$ cat src/rtl/alu_ctrl_seq.sv
// ALU control decoder with a single-cycle issue path and a counted MULT/DIV occupancy window.
// Define ALU_CTRL_SEQ_DIV_EN to decode funct 011010 as a multi-cycle DIV; otherwise it is illegal.
module alu_ctrl_seq #(
  parameter int CTRL_W   = 4,
  parameter int MULT_LAT = 4,
  parameter int DIV_LAT  = 8
) (
  input  logic              clk,
  input  logic              rst_n,
  input  logic              in_valid,
  output logic              in_ready,
  input  logic [1:0]        alu_op,
  input  logic [5:0]        funct,
  output logic [CTRL_W-1:0] ctrl,
  output logic              out_valid,
  output logic              busy,
  output logic              illegal
);

`ifdef ALU_CTRL_SEQ_DIV_EN
  localparam int LAT_MAX = (MULT_LAT > DIV_LAT) ? MULT_LAT : DIV_LAT;
`else
  localparam int LAT_MAX = MULT_LAT;
`endif
  localparam int CNT_W = (LAT_MAX > 2) ? $clog2(LAT_MAX) : 1;

  if (CTRL_W < 4 || MULT_LAT < 2 || DIV_LAT < 2) begin : g_param_check
    $error("alu_ctrl_seq: CTRL_W must be >= 4 and latencies >= 2");
  end

  typedef enum logic [1:0] {S_IDLE, S_ISSUE, S_BUSY} state_t;

  typedef struct packed {
    logic       multi;
    logic       bad;
    logic [3:0] code;
  } dec_t;

  function automatic dec_t decode(input logic [1:0] op, input logic [5:0] f);
    dec_t d;
    d = '0;
    case (op)
      2'b01: d.code = 4'b0011;
      2'b10: d.code = 4'b0100;
      2'b11: d.code = 4'b0001;
      default: begin
        case (f)
          6'b100000: d.code = 4'b0011;
          6'b100010: d.code = 4'b0100;
          6'b100100: d.code = 4'b0000;
          6'b100101: d.code = 4'b0001;
          6'b101010: d.code = 4'b0101;
          6'b000000: d.code = 4'b1001;
          6'b000010: d.code = 4'b1100;
          6'b011000: begin
            d.code  = 4'b0110;
            d.multi = 1'b1;
          end
`ifdef ALU_CTRL_SEQ_DIV_EN
          6'b011010: begin
            d.code  = 4'b0111;
            d.multi = 1'b1;
          end
`endif
          default: d.bad = 1'b1;
        endcase
      end
    endcase
    return d;
  endfunction

  state_t           state;
  logic [CTRL_W-1:0] ctrl_r;
  logic [CNT_W-1:0] cnt;
  dec_t             dec;
  logic [CNT_W-1:0] lat_load;

  always_comb begin
    dec = decode(alu_op, funct);
`ifdef ALU_CTRL_SEQ_DIV_EN
    lat_load = (funct == 6'b011010) ? CNT_W'(DIV_LAT - 1) : CNT_W'(MULT_LAT - 1);
`else
    lat_load = CNT_W'(MULT_LAT - 1);
`endif
  end

  // Acceptance depends only on state so in_valid never loops back into in_ready.
  assign in_ready = (state != S_BUSY);
  assign ctrl     = ctrl_r;

  always_ff @(posedge clk or negedge rst_n) begin
    if (!rst_n) begin
      state     <= S_IDLE;
      cnt       <= '0;
      ctrl_r    <= '0;
      out_valid <= 1'b0;
      busy      <= 1'b0;
      illegal   <= 1'b0;
    end else begin
      out_valid <= 1'b0;
      illegal   <= 1'b0;
      case (state)
        S_IDLE, S_ISSUE: begin
          if (in_valid) begin
            ctrl_r <= CTRL_W'(dec.code);
            if (dec.multi) begin
              state <= S_BUSY;
              busy  <= 1'b1;
              cnt   <= lat_load;
            end else begin
              state     <= S_ISSUE;
              out_valid <= 1'b1;
              illegal   <= dec.bad;
            end
          end else begin
            state <= S_IDLE;
          end
        end
        S_BUSY: begin
          // cnt counts the busy cycles still to come; result is flagged in the last one.
          if (cnt == '0) begin
            state <= S_IDLE;
            busy  <= 1'b0;
          end else begin
            cnt <= cnt - 1'b1;
            if (cnt == CNT_W'(1)) out_valid <= 1'b1;
          end
        end
        default: begin
          state <= S_IDLE;
          busy  <= 1'b0;
        end
      endcase
    end
  end

endmodule

$ cat config.mk
export PLATFORM = sky130hd
export DESIGN_NAME = alu_ctrl_seq
export DESIGN_NICKNAME = d
export VERILOG_FILES = /design/src/rtl/alu_ctrl_seq.sv
export SDC_FILE = /design/constraint.sdc
export NUM_CORES = 1
export LEC_CHECK = 0
export BUFFER_PORTS_ARGS = -buffer_cell sky130_fd_sc_hd__buf_2
export CAP_MARGIN = 0
export CORE_AREA = 4 4 41 43
export DETAILED_ROUTE_END_ITERATION = 16
export DIE_AREA = 0 0 45 47
export PLACE_DENSITY = 0.74
export SYNTH_ARGS = -nofsm -noshare
export SYNTH_HDL_FRONTEND = slang
export SYNTH_SLANG_ARGS = --single-unit
$ cat constraint.sdc
create_clock -name clk -period 2.9 [get_ports clk]
set_clock_uncertainty 0.2 [all_clocks]
set_input_delay 0.435 -clock clk [delete_from_list [all_inputs] [get_ports clk]]
set_output_delay 0.435 -clock clk [all_outputs]
set_load 0.01 [all_outputs]
Word level (Yosys, flattened, before mapping)
Cells that the tools add are included.
Widths: inputs -> output; s select.
Cells by class
  $add $sub $neg: 1
  $mul: 0
  divide/modulo/power cells: 0
  order comparisons: 0
  eq/ne operators: 18
  shifts and indexed selects: 0
  mux-type cells: 25
  bitwise gates (word level): 0
  reductions and logical operators: 10
Operators by type and width (number)
  $eq 6x6->1 const B: 5
  $pmux 4 s7: 1
  $mux 2: 7
  $mux 1: 12
  $pmux 4 s3: 1
  $ne 2x2->1 const B: 5
  $pmux 2 s2: 2
  $reduce_or 8->1: 1
  $eq 2x1->1 const B: 3
  $eq 2x2->1 const B: 3
  $eq 6x2->1 const B: 1
  $eq 6x5->1 const B: 1
  $logic_not 6->1: 1
  $logic_not 2->1: 2
  $pmux 1 s2: 2
  $reduce_and 4->1: 1
  $reduce_and 3->1: 1
  $reduce_or 3->1: 1
  $reduce_and 2->1: 1
  $reduce_bool 2->1: 1
  $reduce_or 2->1: 1
  $sub 2x1->2 const B: 1
Storage, ports and cells
  bits in registers: 11
  bits in latches: 0
  memory bits (writable): 0
  bits in read-only memories: 0
  output and inout bits: 8
  logic and storage cells: 60
  memories: 0

Depth between registers and ports, before layout
  depth after elaboration: 7
  depth in mapped cells: 5
  mapped depth without buffers: 5

Worst setup path before layout
No wires, ideal clock.
  path type: input port to flip-flop
  from: in funct[2]
  to: reg out_valid
  data arrival time: 1488 ps
  required time: 2577 ps
  setup slack: 1089 ps
  cell stages on the path: 5
  path buffers: 1
  path through: buf_2 > or4b_4 > nor3_4 > a21oi_1 > a2bb2oi_1
On the way
  longest elaborated chain between the ends: 6
RTL lines
  from (decl): line 13  | input logic [5:0] funct,
  $eq 6x5->1: line 47  | case (f)
  $mux 1: line 47
  $mux 2: line 42  | case (op)
  $mux 1: line 106  | if (dec.multi) begin
  $mux 1: line 104  | if (in_valid) begin
  $pmux 1 s2: line 102  | case (state)
  to (signal assigned): line 96  | out_valid <= 1'b0;
  to (signal assigned): line 100  | out_valid <= 1'b0;
  to (signal assigned): line 112  | out_valid <= 1'b1;
  to (decl): line 15  | output logic out_valid,
No other way between the ends.
A chain may end at the register's enable or synchronous reset.

Final worst setup path
  from: reg state[1]
  to: reg cnt[1]
On the way
  longest elaborated chain between the ends: 4
  elaborated cells between the ends (all ways): 10
RTL lines
  from (decl): line 72  | state_t state;
  from (signal assigned): line 93  | state <= S_IDLE;
  from (signal assigned): line 107  | state <= S_BUSY;
  from (signal assigned): line 111  | state <= S_ISSUE;
  $eq 2x1->1 or $logic_not 2->1 (tied branches): line 102
  $reduce_or 2->1: line 102
  $ne 2x2->1 (no line) or $reduce_bool 2->1 (tied branches)
  $reduce_and 4->1 (no line)
  to (signal assigned): line 109  | cnt <= lat_load;
  to (signal assigned): line 125  | cnt <= cnt - 1'b1;
  to (decl): line 74  | logic [CNT_W-1:0] cnt;
Several ways; a longest one is shown, not always the timed one.

==> impl_metrics.ini <==
[sta]
slew_headroom_pct = 66.1
period_share_pct = 60.3
fin_ws_ns = 1.15
hold_slack_ns = 0.234
finalCriticalPeriod_ns = 1.75
finalMaxSlewViolations = 0
setup_viol = 0
final_hold_viol_count = 0
rsz0062_at_grt = no
clock.fmax_mhz = 572
tightest_slew_ns = 0.508
fin_tns_setup_ns = 0

[floorplanning]
fp.dieH_um = 47
placementRows = 13
core_area_um2 = 1300
initial_core_util_pct = 50.4
io_pins = 19
die_w_um = 45
dieArea_um2 = 2120

[logic_synthesis]
synth_nets = 83
yosys_warnings = 0
syn_avg_cell_area_um2 = 9.37
synth_cell_types = 31
synth_area_um2 = 656
ys_seq_area_share_pct = 42.0
synthCells = 70
synth_seq_cells = 11

[clock_tree]
cts_made_buffers = 3
postCtsHoldBufs = 1
cts_resized = 0
htreeDepth = 1
clk_pin_slew_ns = 0.07
cts.sinks = 11
cts_tree = yes
cts_setup_buffers = 0
root_buffer = clkbuf_4
ctsLongestPathBuffers = 2
clkLatencyLatePin_ns = 0.26

[routing]
ant_nets = 0
detail_route.wl_per_cell_um = 12.9
drcViolationCount = 0
dr.first_iter.drc_count = 6
wl_um = 1340
via_count = 580
viasPerCell = 5.58
drtPass1Iterations = 4

[global_routing]
grt.overflow.total = 0
grtUsageTotal_pct = 14.2
grt_start_max_net_pins = 12
grt_pass1_wl_um = 2170
antenna_found_initial = 0
grt_pass1_vias = 519

[pwr]
peakVddDrop_mv = 0.182
clockPowerShare_pct = 30.0
power.share.switching_pct = 27.3
p_leak_nw = 0.361
power.density_nw_per_um2 = 433
power.internal_mw = 0.244
combinationalPowerShare_pct = 19.1
p_switching_mw = 0.0918
power_mw = 0.336
power_frac_seq_pct = 50.9

[critical_path]
cp.arrival_ns = 1.73
cp-start-kind = register
cp.required_ns = 2.88
crit_type = register to register
end_kind = register
crit_fanout = 9

[final_layout]
final_cell_area_um2 = 776
fin_cells = 104
post-route-util_pct = 59.6
layout-drive-gt1-share_pct = 27.0
nNetsFinal = 103
area_growth_pct = 18.3
antenna_cells = 0
most-common-layout-cells = buf_2 (18), dfrtp_1 (11), nand2_1 (7)
final_common_cell = buf_2

[place]
place_area_um2 = 739
portBuffers = 18
post-dp-hpwl_um = 1080
dp_cells = 99
finalWeightedCongestion = 0.685
dp_slack_ns = 0.938

[job]
cap_violations = 0

[outcome]
outcome = finished, final reports clean

[hold_path]
hp-class = input pin to register
==> metal layers <==
metal  GRT usage, %  up-vias  share of wire, %
met2           24.0       17                45
met4           8.77        0               1.6
li1               -      298                 -
met3           1.53        2               6.3
met5              0        -                 0
met1           17.4      263                46
==> power groups by stage <==
stage          combinational [mW]  sequential, mW  clock, mW
2_1_floorplan              0.0355           0.177          0
3_3_place_gp               0.0605           0.173          0
3_5_place_dp               0.0640           0.174          0
4_1_cts                    0.0649           0.171      0.101
5_1_grt                    0.0725           0.172      0.111
6_report                   0.0640           0.171      0.101
==> critical path: stages (launching register included) <==
cell and delay [ns]:
dfrtp_1 0.42, nand2b_1 0.31, nor3_1 0.40, nand2_1 0.18, a22oi_1 0.16
==> sequential cells by signal, summed over array words and instances (netlist names) <==
name,count
cnt,2
ctrl,4
out_valid,1
state,2
illegal,1
busy,1
==> cells by family (layout without fill, tap and decap cells) <==
group | Yosys count | count (layout) | synth area share, %
DFF | 11 | 11 | 42.0
and+or+nand+nor | 30 | 30 | 27.3
adders and majority gates | 2 | 2 | 3.82
buffers and inverters | 7 | 26 | 5.53
muxes | 1 | 1 | 1.53
AOI/OAI and AO/OA | 19 | 19 | 19.8
==> area by class of cell <==
class,count,area [um^2]
clock buffers,4,26.3
flip-flops and latches,11,275
inverters,3,11.3
repair buffers,19,100
multi-input cells,52,344
fillers,123,526
well taps,15,18.8
==> Yosys cell counts <==
cell type	count	area [um^2]
nor3_1	2	10.0
nand2b_1	4	25.0
o32ai_1	1	8.76
a211oi_1	1	7.51
dfrtp_1	11	275
or3_1	1	6.26
o31ai_1	1	7.51
a311oi_1	1	8.76
a22oi_1	2	15.0
nor3_4	1	16.3
and2_1	1	6.26
inv_1	3	11.3
nor4b_1	1	8.76
buf_2	2	10.0
nor4bb_1	2	20.0
a22o_1	1	8.76
or4b_4	1	13.8
a21oi_1	4	20.0
buf_6	1	11.3
nor3b_1	1	7.51
nor2_1	6	22.5
mux2i_1	1	10.0
o31ai_2	1	12.5
ha_1	2	25.0
nand3_1	2	10.0
nand2_1	7	26.3
clkbuf_1	1	3.75
a31oi_1	2	12.5
nor4_1	1	6.26
a2bb2oi_1	1	8.76
o21ai_0	4	20.0
==> worst paths after layout <==
| path | startpoint | end | slack, ns | cells after the start |
|---|---|---|---|---|
| hold reg to reg | busy | busy | 0.28 | 2 |
| setup / recovery | state[1] | cnt[1] | 1.15 | 4 |
| min in group asynchronous | rst_n | ctrl[2] | 0.37 | 2 |
| max in group asynchronous | rst_n | busy | 1.93 | 2 |
| hold / removal | alu_op[1] | ctrl[1] | 0.23 | 2 |
| setup reg to reg | state[1] | cnt[1] | 1.15 | 4 |
Note: power is estimated with default switching activity, not from simulation.
